$ cat config.mk
export PLATFORM = sky130hd
export DESIGN_NAME = sram_bank_flat
export DESIGN_NICKNAME = d
export VERILOG_FILES = /design/src/rtl/sram_pkg.sv /design/src/rtl/sram_bank_if.sv /design/src/rtl/sram_bank_slice.sv /design/src/rtl/sram_bank.sv /design/src/flat_wrapper.sv
export SDC_FILE = /design/constraint.sdc
export NUM_CORES = 1
export LEC_CHECK = 0
export CAP_MARGIN = 20
export CORE_MARGIN = 1
export CORE_UTILIZATION = 60
export CTS_CLUSTER_DIAMETER = 80
export DETAILED_ROUTE_END_ITERATION = 7
export HOLD_SLACK_MARGIN = 0.06
export PLACE_DENSITY = 0.87
export SYNTH_ARGS = -nofsm -noshare
export SYNTH_HDL_FRONTEND = slang
export SYNTH_SLANG_ARGS = --single-unit
$ cat constraint.sdc
create_clock -name clk -period 4.8 [get_ports clk]
set_input_delay 0.96 -clock clk [delete_from_list [all_inputs] [get_ports clk]]
set_output_delay 0.96 -clock clk [all_outputs]
set_load 0.02 [all_outputs]
$ cat src/rtl/sram_pkg.sv
// sram_pkg: shared defaults, bank state encoding and address range check for sram_bank
package sram_pkg;
  localparam int ADDR_WIDTH = 4;
  localparam int RAM_DEPTH = 1 << ADDR_WIDTH;
  localparam int NUMS_SRAM = 3;
  localparam int DATA_WIDTH = 8;
  typedef enum logic {ST_IDLE, ST_CLEAR} bank_state_e;
  // An address slice is usable only when every bit above the decoded field is zero.
  function automatic logic addr_ok(input logic [31:0] addr, input int aw);
    return (addr >> aw) == 32'd0;
  endfunction
endpackage

$ cat src/rtl/sram_bank_if.sv
// sram_bank_if: packed per-bank request/response bus between the memory controller and sram_bank
// master: controller side (drives clear/enables/addresses/write data)
// slave: memory side (drives Data_Read, Rd_Valid, Clear_Busy, Addr_Err)
interface sram_bank_if import sram_pkg::*; #(
  parameter int Addr_Width = ADDR_WIDTH,
  parameter int Ram_Depth = 1 << Addr_Width,
  parameter int Nums_SRAM = NUMS_SRAM,
  parameter int Data_Width = DATA_WIDTH
) ();
  logic [Nums_SRAM-1:0] Mem_Clear;
  logic [Nums_SRAM-1:0] En_Chip_Select;
  logic [Nums_SRAM-1:0] En_Read;
  logic [Nums_SRAM-1:0] En_Write;
  logic [Nums_SRAM*Ram_Depth-1:0] Addr_Read;
  logic [Nums_SRAM*Ram_Depth-1:0] Addr_Write;
  logic [Nums_SRAM*Data_Width-1:0] Data_Write;
  logic [Nums_SRAM*Data_Width-1:0] Data_Read;
  logic [Nums_SRAM-1:0] Rd_Valid;
  logic [Nums_SRAM-1:0] Clear_Busy;
  logic [Nums_SRAM-1:0] Addr_Err;
  modport master (
    output Mem_Clear, En_Chip_Select, En_Read, En_Write, Addr_Read, Addr_Write, Data_Write,
    input Data_Read, Rd_Valid, Clear_Busy, Addr_Err
  );
  modport slave (
    input Mem_Clear, En_Chip_Select, En_Read, En_Write, Addr_Read, Addr_Write, Data_Write,
    output Data_Read, Rd_Valid, Clear_Busy, Addr_Err
  );
endinterface

$ cat src/rtl/sram_bank_slice.sv
// sram_bank_slice: one SRAM bank with registered read, range check and zero-fill sweep
// ports: clk, rst_n (async active-low), clear/cs/rd/wr requests, addr_rd/addr_wr slices,
// data_wr in; data_rd, rd_valid, clear_busy, addr_err out
// SRAM_FWD_EN: when defined, a same-address read during an accepted write returns the new data
module sram_bank_slice import sram_pkg::*; #(
  parameter int Addr_Width = ADDR_WIDTH,
  parameter int Ram_Depth = 1 << Addr_Width,
  parameter int Data_Width = DATA_WIDTH
) (
  input  logic                  clk,
  input  logic                  rst_n,
  input  logic                  clear,
  input  logic                  cs,
  input  logic                  rd,
  input  logic                  wr,
  input  logic [Ram_Depth-1:0]  addr_rd,
  input  logic [Ram_Depth-1:0]  addr_wr,
  input  logic [Data_Width-1:0] data_wr,
  output logic [Data_Width-1:0] data_rd,
  output logic                  rd_valid,
  output logic                  clear_busy,
  output logic                  addr_err
);
  logic [Data_Width-1:0] mem [Ram_Depth];
  bank_state_e state, state_nxt;
  logic [Addr_Width-1:0] clr_cnt, clr_cnt_nxt, ra, wa;
  logic rd_ok, wr_ok, rd_acc, wr_acc;
  logic [Data_Width-1:0] rd_word;
  assign ra = addr_rd[Addr_Width-1:0];
  assign wa = addr_wr[Addr_Width-1:0];
  assign rd_ok = addr_ok(32'(addr_rd), Addr_Width);
  assign wr_ok = addr_ok(32'(addr_wr), Addr_Width);
  assign clear_busy = state == ST_CLEAR;
  assign rd_acc = cs & rd & ~clear_busy & rd_ok;
  assign wr_acc = cs & wr & ~clear_busy & wr_ok;
`ifdef SRAM_FWD_EN
  assign rd_word = (wr_acc && wa == ra) ? data_wr : mem[ra];
`else
  assign rd_word = mem[ra];
`endif
  // A held clear request on the final sweep word chains straight into a new sweep.
  always_comb begin
    state_nxt = (state == ST_IDLE) ? (clear ? ST_CLEAR : ST_IDLE) : ((&clr_cnt && !clear) ? ST_IDLE : ST_CLEAR);
    clr_cnt_nxt = clear_busy ? clr_cnt + 1'b1 : clr_cnt;
  end
  always_ff @(posedge clk or negedge rst_n) begin
    if (!rst_n) begin
      state <= ST_IDLE;
      clr_cnt <= '0;
      data_rd <= '0;
      rd_valid <= 1'b0;
      addr_err <= 1'b0;
    end else begin
      state <= state_nxt;
      clr_cnt <= clr_cnt_nxt;
      rd_valid <= rd_acc;
      addr_err <= cs & ((rd & ~rd_ok) | (wr & ~wr_ok));
      if (rd_acc) data_rd <= rd_word;
    end
  end
  // The array is deliberately not reset; an aborted sweep leaves untouched words intact.
  always_ff @(posedge clk) begin
    if (clear_busy) mem[clr_cnt] <= '0;
    else if (wr_acc) mem[wa] <= data_wr;
  end
endmodule

$ cat src/rtl/sram_bank.sv
// sram_bank: Nums_SRAM independent SRAM banks behind a packed per-bank bus
// ports: clk, Mem_reset_n (async active-low), bus (sram_bank_if.slave)
// SRAM_FWD_EN: selects write-first bypass in every bank (read-first when undefined)
module sram_bank import sram_pkg::*; #(
  parameter int Addr_Width = ADDR_WIDTH,
  parameter int Ram_Depth = 1 << Addr_Width,
  parameter int Nums_SRAM = NUMS_SRAM,
  parameter int Data_Width = DATA_WIDTH
) (
  input logic        clk,
  input logic        Mem_reset_n,
  sram_bank_if.slave bus
);
  for (genvar i = 0; i < Nums_SRAM; i++) begin : g_bank
    sram_bank_slice #(
      .Addr_Width(Addr_Width),
      .Ram_Depth(Ram_Depth),
      .Data_Width(Data_Width)
    ) u_slice (
      .clk(clk),
      .rst_n(Mem_reset_n),
      .clear(bus.Mem_Clear[i]),
      .cs(bus.En_Chip_Select[i]),
      .rd(bus.En_Read[i]),
      .wr(bus.En_Write[i]),
      .addr_rd(bus.Addr_Read[Ram_Depth*i +: Ram_Depth]),
      .addr_wr(bus.Addr_Write[Ram_Depth*i +: Ram_Depth]),
      .data_wr(bus.Data_Write[Data_Width*i +: Data_Width]),
      .data_rd(bus.Data_Read[Data_Width*i +: Data_Width]),
      .rd_valid(bus.Rd_Valid[i]),
      .clear_busy(bus.Clear_Busy[i]),
      .addr_err(bus.Addr_Err[i])
    );
  end
endmodule

$ cat src/flat_wrapper.sv
// flat-port wrapper written by rule: the top's interface ports become plain ports
module sram_bank_flat import sram_pkg::*;
#(
  parameter int Addr_Width = ADDR_WIDTH,
  parameter int Ram_Depth = 1 << Addr_Width,
  parameter int Nums_SRAM = NUMS_SRAM,
  parameter int Data_Width = DATA_WIDTH
)
  (clk, Mem_reset_n, bus_Mem_Clear, bus_En_Chip_Select, bus_En_Read, bus_En_Write, bus_Addr_Read, bus_Addr_Write, bus_Data_Write, bus_Data_Read, bus_Rd_Valid, bus_Clear_Busy, bus_Addr_Err);
  sram_bank_if #(.Addr_Width(Addr_Width), .Ram_Depth(Ram_Depth), .Nums_SRAM(Nums_SRAM), .Data_Width(Data_Width)) bus_i ();
  input logic clk;
  input logic Mem_reset_n;
  input wire logic [$bits(bus_i.Mem_Clear)-1:0] bus_Mem_Clear;
  input wire logic [$bits(bus_i.En_Chip_Select)-1:0] bus_En_Chip_Select;
  input wire logic [$bits(bus_i.En_Read)-1:0] bus_En_Read;
  input wire logic [$bits(bus_i.En_Write)-1:0] bus_En_Write;
  input wire logic [$bits(bus_i.Addr_Read)-1:0] bus_Addr_Read;
  input wire logic [$bits(bus_i.Addr_Write)-1:0] bus_Addr_Write;
  input wire logic [$bits(bus_i.Data_Write)-1:0] bus_Data_Write;
  output wire logic [$bits(bus_i.Data_Read)-1:0] bus_Data_Read;
  output wire logic [$bits(bus_i.Rd_Valid)-1:0] bus_Rd_Valid;
  output wire logic [$bits(bus_i.Clear_Busy)-1:0] bus_Clear_Busy;
  output wire logic [$bits(bus_i.Addr_Err)-1:0] bus_Addr_Err;
  assign bus_i.Mem_Clear = bus_Mem_Clear;
  assign bus_i.En_Chip_Select = bus_En_Chip_Select;
  assign bus_i.En_Read = bus_En_Read;
  assign bus_i.En_Write = bus_En_Write;
  assign bus_i.Addr_Read = bus_Addr_Read;
  assign bus_i.Addr_Write = bus_Addr_Write;
  assign bus_i.Data_Write = bus_Data_Write;
  assign bus_Data_Read = bus_i.Data_Read;
  assign bus_Rd_Valid = bus_i.Rd_Valid;
  assign bus_Clear_Busy = bus_i.Clear_Busy;
  assign bus_Addr_Err = bus_i.Addr_Err;
  sram_bank #(.Addr_Width(Addr_Width), .Ram_Depth(Ram_Depth), .Nums_SRAM(Nums_SRAM), .Data_Width(Data_Width)) u_core (.clk(clk), .Mem_reset_n(Mem_reset_n), .bus(bus_i));
endmodule
==> qor.txt, run 1 <==
Synth Cell Area = 0.0173 mm2
Detailed Routing Iterations Pass 1 = 5
Die Width = 172 um
total power = 10.0 mW
CP cell instances = clkdlybuf4s50_1 -> or4_4 -> nor4_4 -> mux2i_1 -> nor2_1
hpwl dp = 24900 um
largest net degree at the start of global routing = 46
sequential share of the synthesized area = 73.0%
Worst-Margin Slew = 0.978 ns
unrepaired setup endpoints after global routing = no
DRC viols = 0
drt total wl = 39500 um
via count = 9616
Routed Antenna Nets = 0
clk sinks = 429
vias in the first global route = 9806
Crit path arrival time = 3.74 ns
die area = 0.0296 mm2
RD Place Congestion = 0.857
post-place instance area = 0.0193 mm2
starting DRC count in detailed routing = 1046
startpoint types = input pin
CTS buffer count = 42
share of layout cells above drive strength 1 = 20.3%
#FFs+latches synth = 429
Lkg Pwr = 6.65 nW
power density over cell area = 487 mW/mm2
Slew HR = 34.6%
setup ws final = 1.24 ns
htree depth = 2
# rows = 61
# resized after CTS = 0
area of the core = 0.0281 mm2
setup TNS = 0 ns
status = completed
Final Cycle Share = 74.2%
DP Worst Slack = 0.818 ns
Ys Warns = 0
Vias/cell = 6.49
initial core utilization = 61.7%
Synthesized Nets = 1039
Inserted Diodes = 0
Post-layout nets = 1209
CTS tree = yes
Port Buffers = 166
FMAX = 0.281 GHz
worst-skew pair later-pin latency = 0.56 ns
maxcap violations = 0
GR Overflow Total = 0
final setup fails = 0
maximum root-to-sink buffer count = 3
critical path required time = 4.98 ns
Avg Synthesized Cell Area = 19.2 um2
Tot GR Track Use = 28.1%
cts hold-fix bufs = 0
Die H = 172 um
CP max stage cell = nor4_4
CP max stage delay = 0.75 ns
Mapped Cells = 902
CP endpoint kind = flip-flop
# IOs = 167
Crit Path Max Fanout = 8
first-pass GRT wire length = 59500 um
most frequent cells in the layout = edfxtp_1, clkdlybuf4s50_1, mux4_2, nor2_1, dfrtp_1
number of antenna violations at the first check in global routing = 0
Synth cell types = 39
most common cell after layout, fill and taps aside = edfxtp_1
Clock Pin Slew Worst Setup and Hold Paths = 0.06 ns
post-CTS setup buffers = 0
Worst Skew = 0.0334 ns
fin area = 0.0206 mm2
final hold violations = 0
Worst Path Class, Setup = input pin to flip-flop
routed len/inst = 26.6 um
Area growth, synth to finish = 19.0%
root buffer cell = clkbuf_16
minimum clock period = 3.56 ns
Final Max Tran Viols = 0
# fillers = 1605
HP Class = flip-flop to flip-flop
Peak VDD IR = 0.000359 V
==> kinds of logic after synthesis <==
kind of cell / Yosys count / synth area share, %
AND/OR/NAND/NOR: 166 / 5.28
XOR/XNOR: 9 / 0.455
buffers and inverters: 63 / 1.73
flip-flops: 429 / 73.0
AO/OA/AOI/OAI: 73 / 2.90
multiplexers: 159 / 16.4
adder cells (fa/ha/maj): 3 / 0.217
==> cells in the mapped netlist, drive strengths merged <==
library cell	n	area, um2
nor4	12	105
or4	9	82.6
and3b	2	17.5
o31ai	3	22.5
dfrtp	45	1130
nand3b	6	45.0
and3	4	25.0
nand2b	4	25.0
nand3	6	30.0
and2	24	160
or2	6	37.5
o22ai	24	150
xor2	3	26.3
nand2	18	67.6
mux2	30	345
a32oi	2	17.5
nor3b	2	15.0
buf	27	165
clkbuf	26	97.6
edfxtp	384	11500
a21o	3	22.5
ha	3	37.5
a21oi	24	120
xnor2	6	52.6
a21boi	3	22.5
nor2	61	229
mux4	96	2160
mux2i	33	330
nor2b	12	75.1
a31oi	14	148
inv	10	37.5
==> final timing paths <==
check | start | end | slack, ns | depth (start not counted)
min | u_core.g_bank[2].u_slice.data_rd[3]$_DFFE_PN0P_ | u_core.g_bank[2].u_slice.data_rd[3]$_DFFE_PN0P_ | 0.51 | 1
max in group asynchronous | Mem_reset_n | u_core.g_bank[0].u_slice.data_rd[3]$_DFFE_PN0P_ | 3.77 | 2
max | bus_Addr_Write[45] | u_core.g_bank[2].u_slice.mem[14][4]$_DFFE_PP_ | 1.24 | 5
min reg2reg | u_core.g_bank[2].u_slice.data_rd[3]$_DFFE_PN0P_ | u_core.g_bank[2].u_slice.data_rd[3]$_DFFE_PN0P_ | 0.51 | 1
min in group asynchronous | Mem_reset_n | u_core.g_bank[2].u_slice.data_rd[4]$_DFFE_PN0P_ | 0.53 | 2
max reg2reg | u_core.g_bank[2].u_slice.clear_busy$_DFF_PN0_ | u_core.g_bank[2].u_slice.mem[14][4]$_DFFE_PP_ | 1.97 | 4
==> stage by stage <==
stage               hold slack [ns]  std cells  util, %
floorplan                     0.510        902        -
detailed placement            0.494       1405     68.6
CTS                           0.507       1481     73.4
global route                  0.528       1482     73.4
global placement              0.485       1405     68.6
finish                        0.508       1482     73.4
==> worst max-delay path: cells and delay by family <==
kind / cells / cell delay (ns)
buf+inv: 1 / 0.41
mux: 1 / 0.39
simple gates: 3 / 1.97
==> report_power, final <==
| part | internal [mW] | leakage, nW | switching, mW |
|---|---|---|---|
| logic | 0.669 | 2.18 | 0.915 |
| clock network | 1.83 | 0.650 | 1.36 |
| registers | 4.93 | 3.82 | 0.343 |
| total | 7.43 | 6.65 | 2.61 |
==> flip-flops by register name, summed over array words and instances, names as in the netlist <==
register / cells
u_core.g_bank.u_slice.rd_valid: 3
u_core.g_bank.u_slice.addr_err: 3
u_core.g_bank.u_slice.data_rd: 24
u_core.g_bank.u_slice.clr_cnt: 12
u_core.g_bank.u_slice.mem: 384
u_core.g_bank.u_slice.clear_busy: 3
==> metal layers <==
metal  vias to the layer above  global-route usage (%)  routed length [um]
met5                         -                       0                   0
met4                         0                    10.1                1360
met3                       104                    4.26                3290
met2                       577                    48.1               20500
met1                      4969                    37.0               14400
li1                       3966                       -                   -
==> cell type report <==
cell class	count	area [um2]	share of cell area, %
Timing Repair Buffer	179	1750	8.49
Multi-Input combinational cell	410	4380	21.2
Sequential cell	429	12700	61.4
Clock buffer	56	1130	5.50
Clock inverter	20	191	0.928
Inverter	10	37.5	0.182
Tap cell	378	473	2.29
Note: power is estimated with default switching activity, not from simulation.
==> run 2: changes to the inputs <==
Settings changed: CORE_UTILIZATION 60 to 52, PLACE_DENSITY 0.87 to 0.8.
Clock period 4.8 ns to 3.1 ns, I/O delays scaled along.
==> qor.txt, run 2 (synthesis gave the netlist of run 1 again) <==
FMAX = 0.347 GHz
clk sinks = 429
Peak VDD IR = 0.000533 V
Reg-to-Reg Start = u_core.g_bank[2].u_slice.clear_busy$_DFF_PN0_
most common cell after layout, fill and taps aside = edfxtp_1
Largest Register = u_core.g_bank.u_slice.mem
htree depth = 2
largest net degree at the start of global routing = 33
Routed Antenna Nets = 0
GR Overflow Total = 0
post-place instance area = 0.0199 mm2
worst hold path depth = 1
fin area = 0.0214 mm2
final hold violations = 0
Switching Fraction = 24.5%
drt total wl = 36100 um
share of layout cells above drive strength 1 = 25.4%
R2R Setup Slk = 0.66 ns
RR Endpoint = u_core.g_bank[2].u_slice.mem[0][2]$_DFFE_PP_
Tot GR Track Use = 22.1%
HP Class = flip-flop to flip-flop
Worst-Margin Slew = 0.945 ns
CP max stage delay = 0.75 ns
Worst Path Class, Setup = input pin to flip-flop
total power = 16.0 mW
Hold EP = u_core.g_bank[1].u_slice.data_rd[3]$_DFFE_PN0P_
# IOs = 167
Area growth, synth to finish = 23.5%
startpoint types = input pin
initial core utilization = 53.0%
final setup fails = 0
hold slack = 0.504 ns
first-pass GRT wire length = 55700 um
critical path required time = 3.25 ns
Detailed Routing Iterations Pass 1 = 6
DRC viols = 0
Sequential Power Share = 50.4%
CP endpoint kind = flip-flop
Port Buffers = 166
Final Cycle Share = 92.9%
number of antenna violations at the first check in global routing = 0
CP max stage cell = nor2_1
Top delay family on crit path = simple AND/OR/NAND/NOR gates
RD Place Congestion = 0.817
Slew HR = 36.7%
starting DRC count in detailed routing = 1013
worst path bufs/invs = 2
setup TNS = 0 ns
worst-skew pair later-pin latency = 0.54 ns
vias in the first global route = 9699
Clock Pin Slew Worst Setup and Hold Paths = 0.06 ns
max reg flops = 384
Worst R2R Path Depth = 5
Final Max Tran Viols = 0
maxcap violations = 0
# rows = 66
switching power = 3.93 mW
status = completed
Comb power frac = 16.4%
via count = 9293
clock network fraction of design power = 33.2%
area occupied by multi-input gates = 0.00438 mm2
most frequent cells in the layout = edfxtp_1, clkdlybuf4s50_1, mux4_2, buf_4, nor2_1
CP cell instances = clkdlybuf4s50_1 -> or4_4 -> nor4_4 -> buf_12 -> a31oi_1 -> nor2_1
routed len/inst = 22.4 um
maximum root-to-sink buffer count = 3
# resized after CTS = 0
root buffer cell = clkbuf_16
minimum clock period = 2.88 ns
# fillers = 2178
Power Internal = 12.1 mW
CTS tree = yes
hpwl dp = 23400 um
Vias/cell = 5.77
area of the core = 0.0327 mm2
Die Width = 185 um
Post-layout nets = 1276
Lkg Pwr = 7.07 nW
post-CTS setup buffers = 0
Die H = 185 um
Inserted Diodes = 0
hold path startpoint = u_core.g_bank[1].u_slice.data_rd[3]$_DFFE_PN0P_
die area = 0.0341 mm2
unrepaired setup endpoints after global routing = no
power density over cell area = 749 mW/mm2
biggest regs = u_core.g_bank.u_slice.mem: 384 flops, u_core.g_bank.u_slice.data_rd: 24 flops, u_core.g_bank.u_slice.clr_cnt: 12 flops
Crit Path Max Fanout = 10
cts hold-fix bufs = 1
FF/Latch Area = 0.0127 mm2
CTS buffer count = 42
Worst Skew = 0.0349 ns
Crit path arrival time = 3.03 ns
[run 2: changes by cell type in the layout (fill, tap and decap cells not counted), sizes merged]
cell	change
clkinvlp	+4
bufinv	+6
buf	+66
dlygate4sd3	+1
clkinv	-2
clkbuf	-10
[run 2: worst max-delay path by stage]
stage | slack, ns | startpoint | endpoint | cells past startpoint
after floorplan | 0.26 | bus_Addr_Write[29] | u_core.g_bank[1].u_slice.mem[10][0]$_DFFE_PP_ | 5
after global placement | -0.23 | bus_Addr_Write[45] | u_core.g_bank[2].u_slice.mem[6][1]$_DFFE_PP_ | 6
after detailed placement | -0.28 | bus_Addr_Write[45] | u_core.g_bank[2].u_slice.mem[12][5]$_DFFE_PP_ | 7
after CTS | 0.25 | bus_Addr_Write[45] | u_core.g_bank[2].u_slice.mem[0][2]$_DFFE_PP_ | 6
after global routing | 0.16 | bus_Addr_Write[13] | u_core.g_bank[0].u_slice.mem[7][1]$_DFFE_PP_ | 6
final | 0.22 | bus_Addr_Write[38] | u_core.g_bank[2].u_slice.mem[0][2]$_DFFE_PP_ | 6
[run 2: area by class of cell]
class / instances / share of cell area [%]
inverter: 10 / 0.175
sequential: 429 / 59.1
clock inverter: 28 / 1.80
multi-input combinational: 410 / 20.4
timing repair buffer: 246 / 10.9
clock buffer: 46 / 4.98
tap: 442 / 2.58
[run 2: through the flow]
| step | util, % | instances | setup WS (ns) |
|---|---|---|---|
| after CTS | 65.5 | 1611 | 0.249 |
| after global routing | 65.5 | 1611 | 0.163 |
| after detailed placement | 61.0 | 1536 | -0.281 |
| final | 65.5 | 1611 | 0.221 |
| after floorplan | - | 902 | 0.259 |
| after global placement | 61.0 | 1536 | -0.228 |
[run 2: worst reg2reg max path: cells and delay by family, from the launching register on]
kind,cells,cell delay (ns)
AND/OR/NAND/NOR,3,1.23
flip-flops,1,0.50
buffers and inverters,1,0.18
AO/OA/AOI/OAI,1,0.16
[run 2: power by group through the flow]
stage	sequential, mW	combinational, mW	clock (mW)
global route	8.18	2.85	5.62
detailed placement	8.17	2.63	0
CTS	8.08	2.66	5.39
floorplan	7.95	1.68	0
finish	8.08	2.63	5.33
global placement	8.07	2.56	0
[run 2: metal layers]
layer	global-route usage [%]	wire length, um
met4	6.30	903
met2	36.7	18200
met3	3.83	2440
met5	0	0
met1	30.3	14600
==> variant, RTL diff (settings of run 2) <==
Reset style: synchronous (`rst_n`), changed in one clocked block. Comments in the files are not updated.
--- a/src/rtl/sram_bank_slice.sv
+++ b/src/rtl/sram_bank_slice.sv
@@ -45,3 +45,3 @@
   end
-  always_ff @(posedge clk or negedge rst_n) begin
+  always_ff @(posedge clk) begin
     if (!rst_n) begin
Check against the original RTL: differs if Mem_reset_n is asserted again (counterexample within 4 cycles, from zero or initial values and one cycle with Mem_reset_n low); with Mem_reset_n held inactive, the same outputs for 4 cycles.
==> variant against run 2 <==
- cell area up 0.65%
- area after synthesis increased by 0.74%
- count of clock-buffer cells in the layout increased by 7
- worst hold slack worse by 0.048 ns
- wire length is 9.1% higher
- worst setup slack got worse by 0.010 ns
- synthesized cell count increased by 12%
- maximum frequency is 0.35% lower
- sequential cell count unchanged
Power is not compared: it rests on default switching activity, and its combinational part moved more than twofold at a synthesized area within 25%.
==> variant: results (changes against run 2) <==
* Share of layout cells above drive strength 1 at 21.4% (-4.0 points)
* RR Endpoint: u_core.g_bank[1].u_slice.mem[4][0]$_DFFE_PP_
* Hold Worst Slack at 0.456 ns (-0.0479 ns)
* Hold Crit Depth at 2 (+1)
* Worst Setup SP: bus_Addr_Write[21]
* R2r startpoint: u_core.g_bank[1].u_slice.clear_busy$_SDFF_PN0_
* Critical path capture point: u_core.g_bank[1].u_slice.mem[4][0]$_DFFE_PP_
* Post-synth top cells: edfxtp_1, nor2_1, mux2i_1, mux4_2, dfxtp_1
* Synth area leaders: edfxtp_1, mux4_2, dfxtp_1, mux2i_1, nor2_1
* Max stage delay on crit path at 0.71 ns (-0.04 ns)
* Hold Path Origin: u_core.g_bank[0].u_slice.data_rd[7]$_SDFFE_PN0P_
* Placed instance area at 20100 um^2 (+0.97%)
* Synth unique cells at 49 (+26%)
* Worst R2R Setup Slack at 0.71 ns (+0.05 ns)
* Total wire length at 39400 um (+9.1%)
* Worst Hold End: u_core.g_bank[0].u_slice.data_rd[7]$_SDFFE_PN0P_
* Final nets at 1386 (+8.6%)
* Reg2Reg Depth at 5 (unchanged)
* CTS Buf Count at 43 (+2.4%)
* Fraction of registers with async set/reset at 0% (-10 points)
* Multiplexer share of the synthesized area at 14.8% (-1.6 points)
* First-pass GRT wire length at 58900 um (+5.7%)
* Via count at 10100 (+9.2%)
* Status: finished clean
* Metal3 WL at 2760 um (+13%)
* Synth Area in XOR/XNOR at 0.452% (-0.0034 points)
* Total GRT Usage at 23.4% (+1.2 points)
* Final worst slack at 0.211 ns (-0.0102 ns)
* Post-synthesis compound-gate area fraction at 3.73% (+0.83 points)
* Initial antenna violation count at 1 (+1)
* Largest net degree at the start of global routing at 35 (+6.1%)
* WP data arrival at 3.05 ns (+0.02 ns)
* Metal2 WL at 19800 um (+8.9%)
* Syn Inst Count at 1007 (+12%)
* Sequential area share after synthesis at 71.2% (-1.8 points)
* Pre-CTS setup slack at -0.301 ns (-0.0203 ns)
* Met2 Usage GRT at 40.2% (+3.5 points)
* Post-Synth Adder-Cell Area at 0.215% (-0.0016 points)
* Via density per instance at 5.89 (+2.1%)
* Placer Congestion at 0.886 (+8.5%)
* Post-synth EDFFs at 384 (unchanged)
* Crit path max fanout at 8 (-2)
* Post-Syn Nets at 1144 (+10%)
* M1 GR Usage at 30.2% (-0.12 points)
* Post-Route Skew at 0.0214 ns (-0.0134 ns)
* WL met1 at 15800 um (+8.3%)
* Layout fillers at 2166 (-0.55%)
* Slew margin rel. at 43.1% (+6.4 points)
* DP HPWL at 26300 um (+13%)
-- variant: changes by cell type in the layout (fill, tap and decap cells not counted), moves of 8 or more --
cell	delta
nand3b_1	+8
dfrtp_1	-45
nand3_1	+17
nor2_1	+25
mux4_2	-32
a32oi_1	+9
and2_2	+8
a21oi_1	-18
o21ai_0	+15
dfxtp_1	+45
nand2_1	+12
mux2i_1	+49
-- variant: worst reg2reg max path, stage by stage, from the launching register on --
cell,delay [ns]
dfxtp_1,0.43
nand3b_1,0.26
nor4_4,0.24
buf_4,0.20
a32oi_1,0.17
nor2_1,0.71
-- variant: cell type report --
cell class              count  area [um^2]  share of cell area (%)
repair buffers            253         2440                    11.3
multi-input cells         511         4680                    21.7
well taps                 442          553                    2.57
inverters                  11         41.3                   0.192
flip-flops and latches    429        12400                    57.7
clock buffers              53         1120                    5.21
clock inverters            24          285                    1.32
-- variant: cells by family after synthesis --
kind of cell | count (synthesis)
compound gates | 87
xor+xnor | 9
fa+ha+maj | 3
buf+inv | 67
flops | 429
mux | 173
simple gates | 239
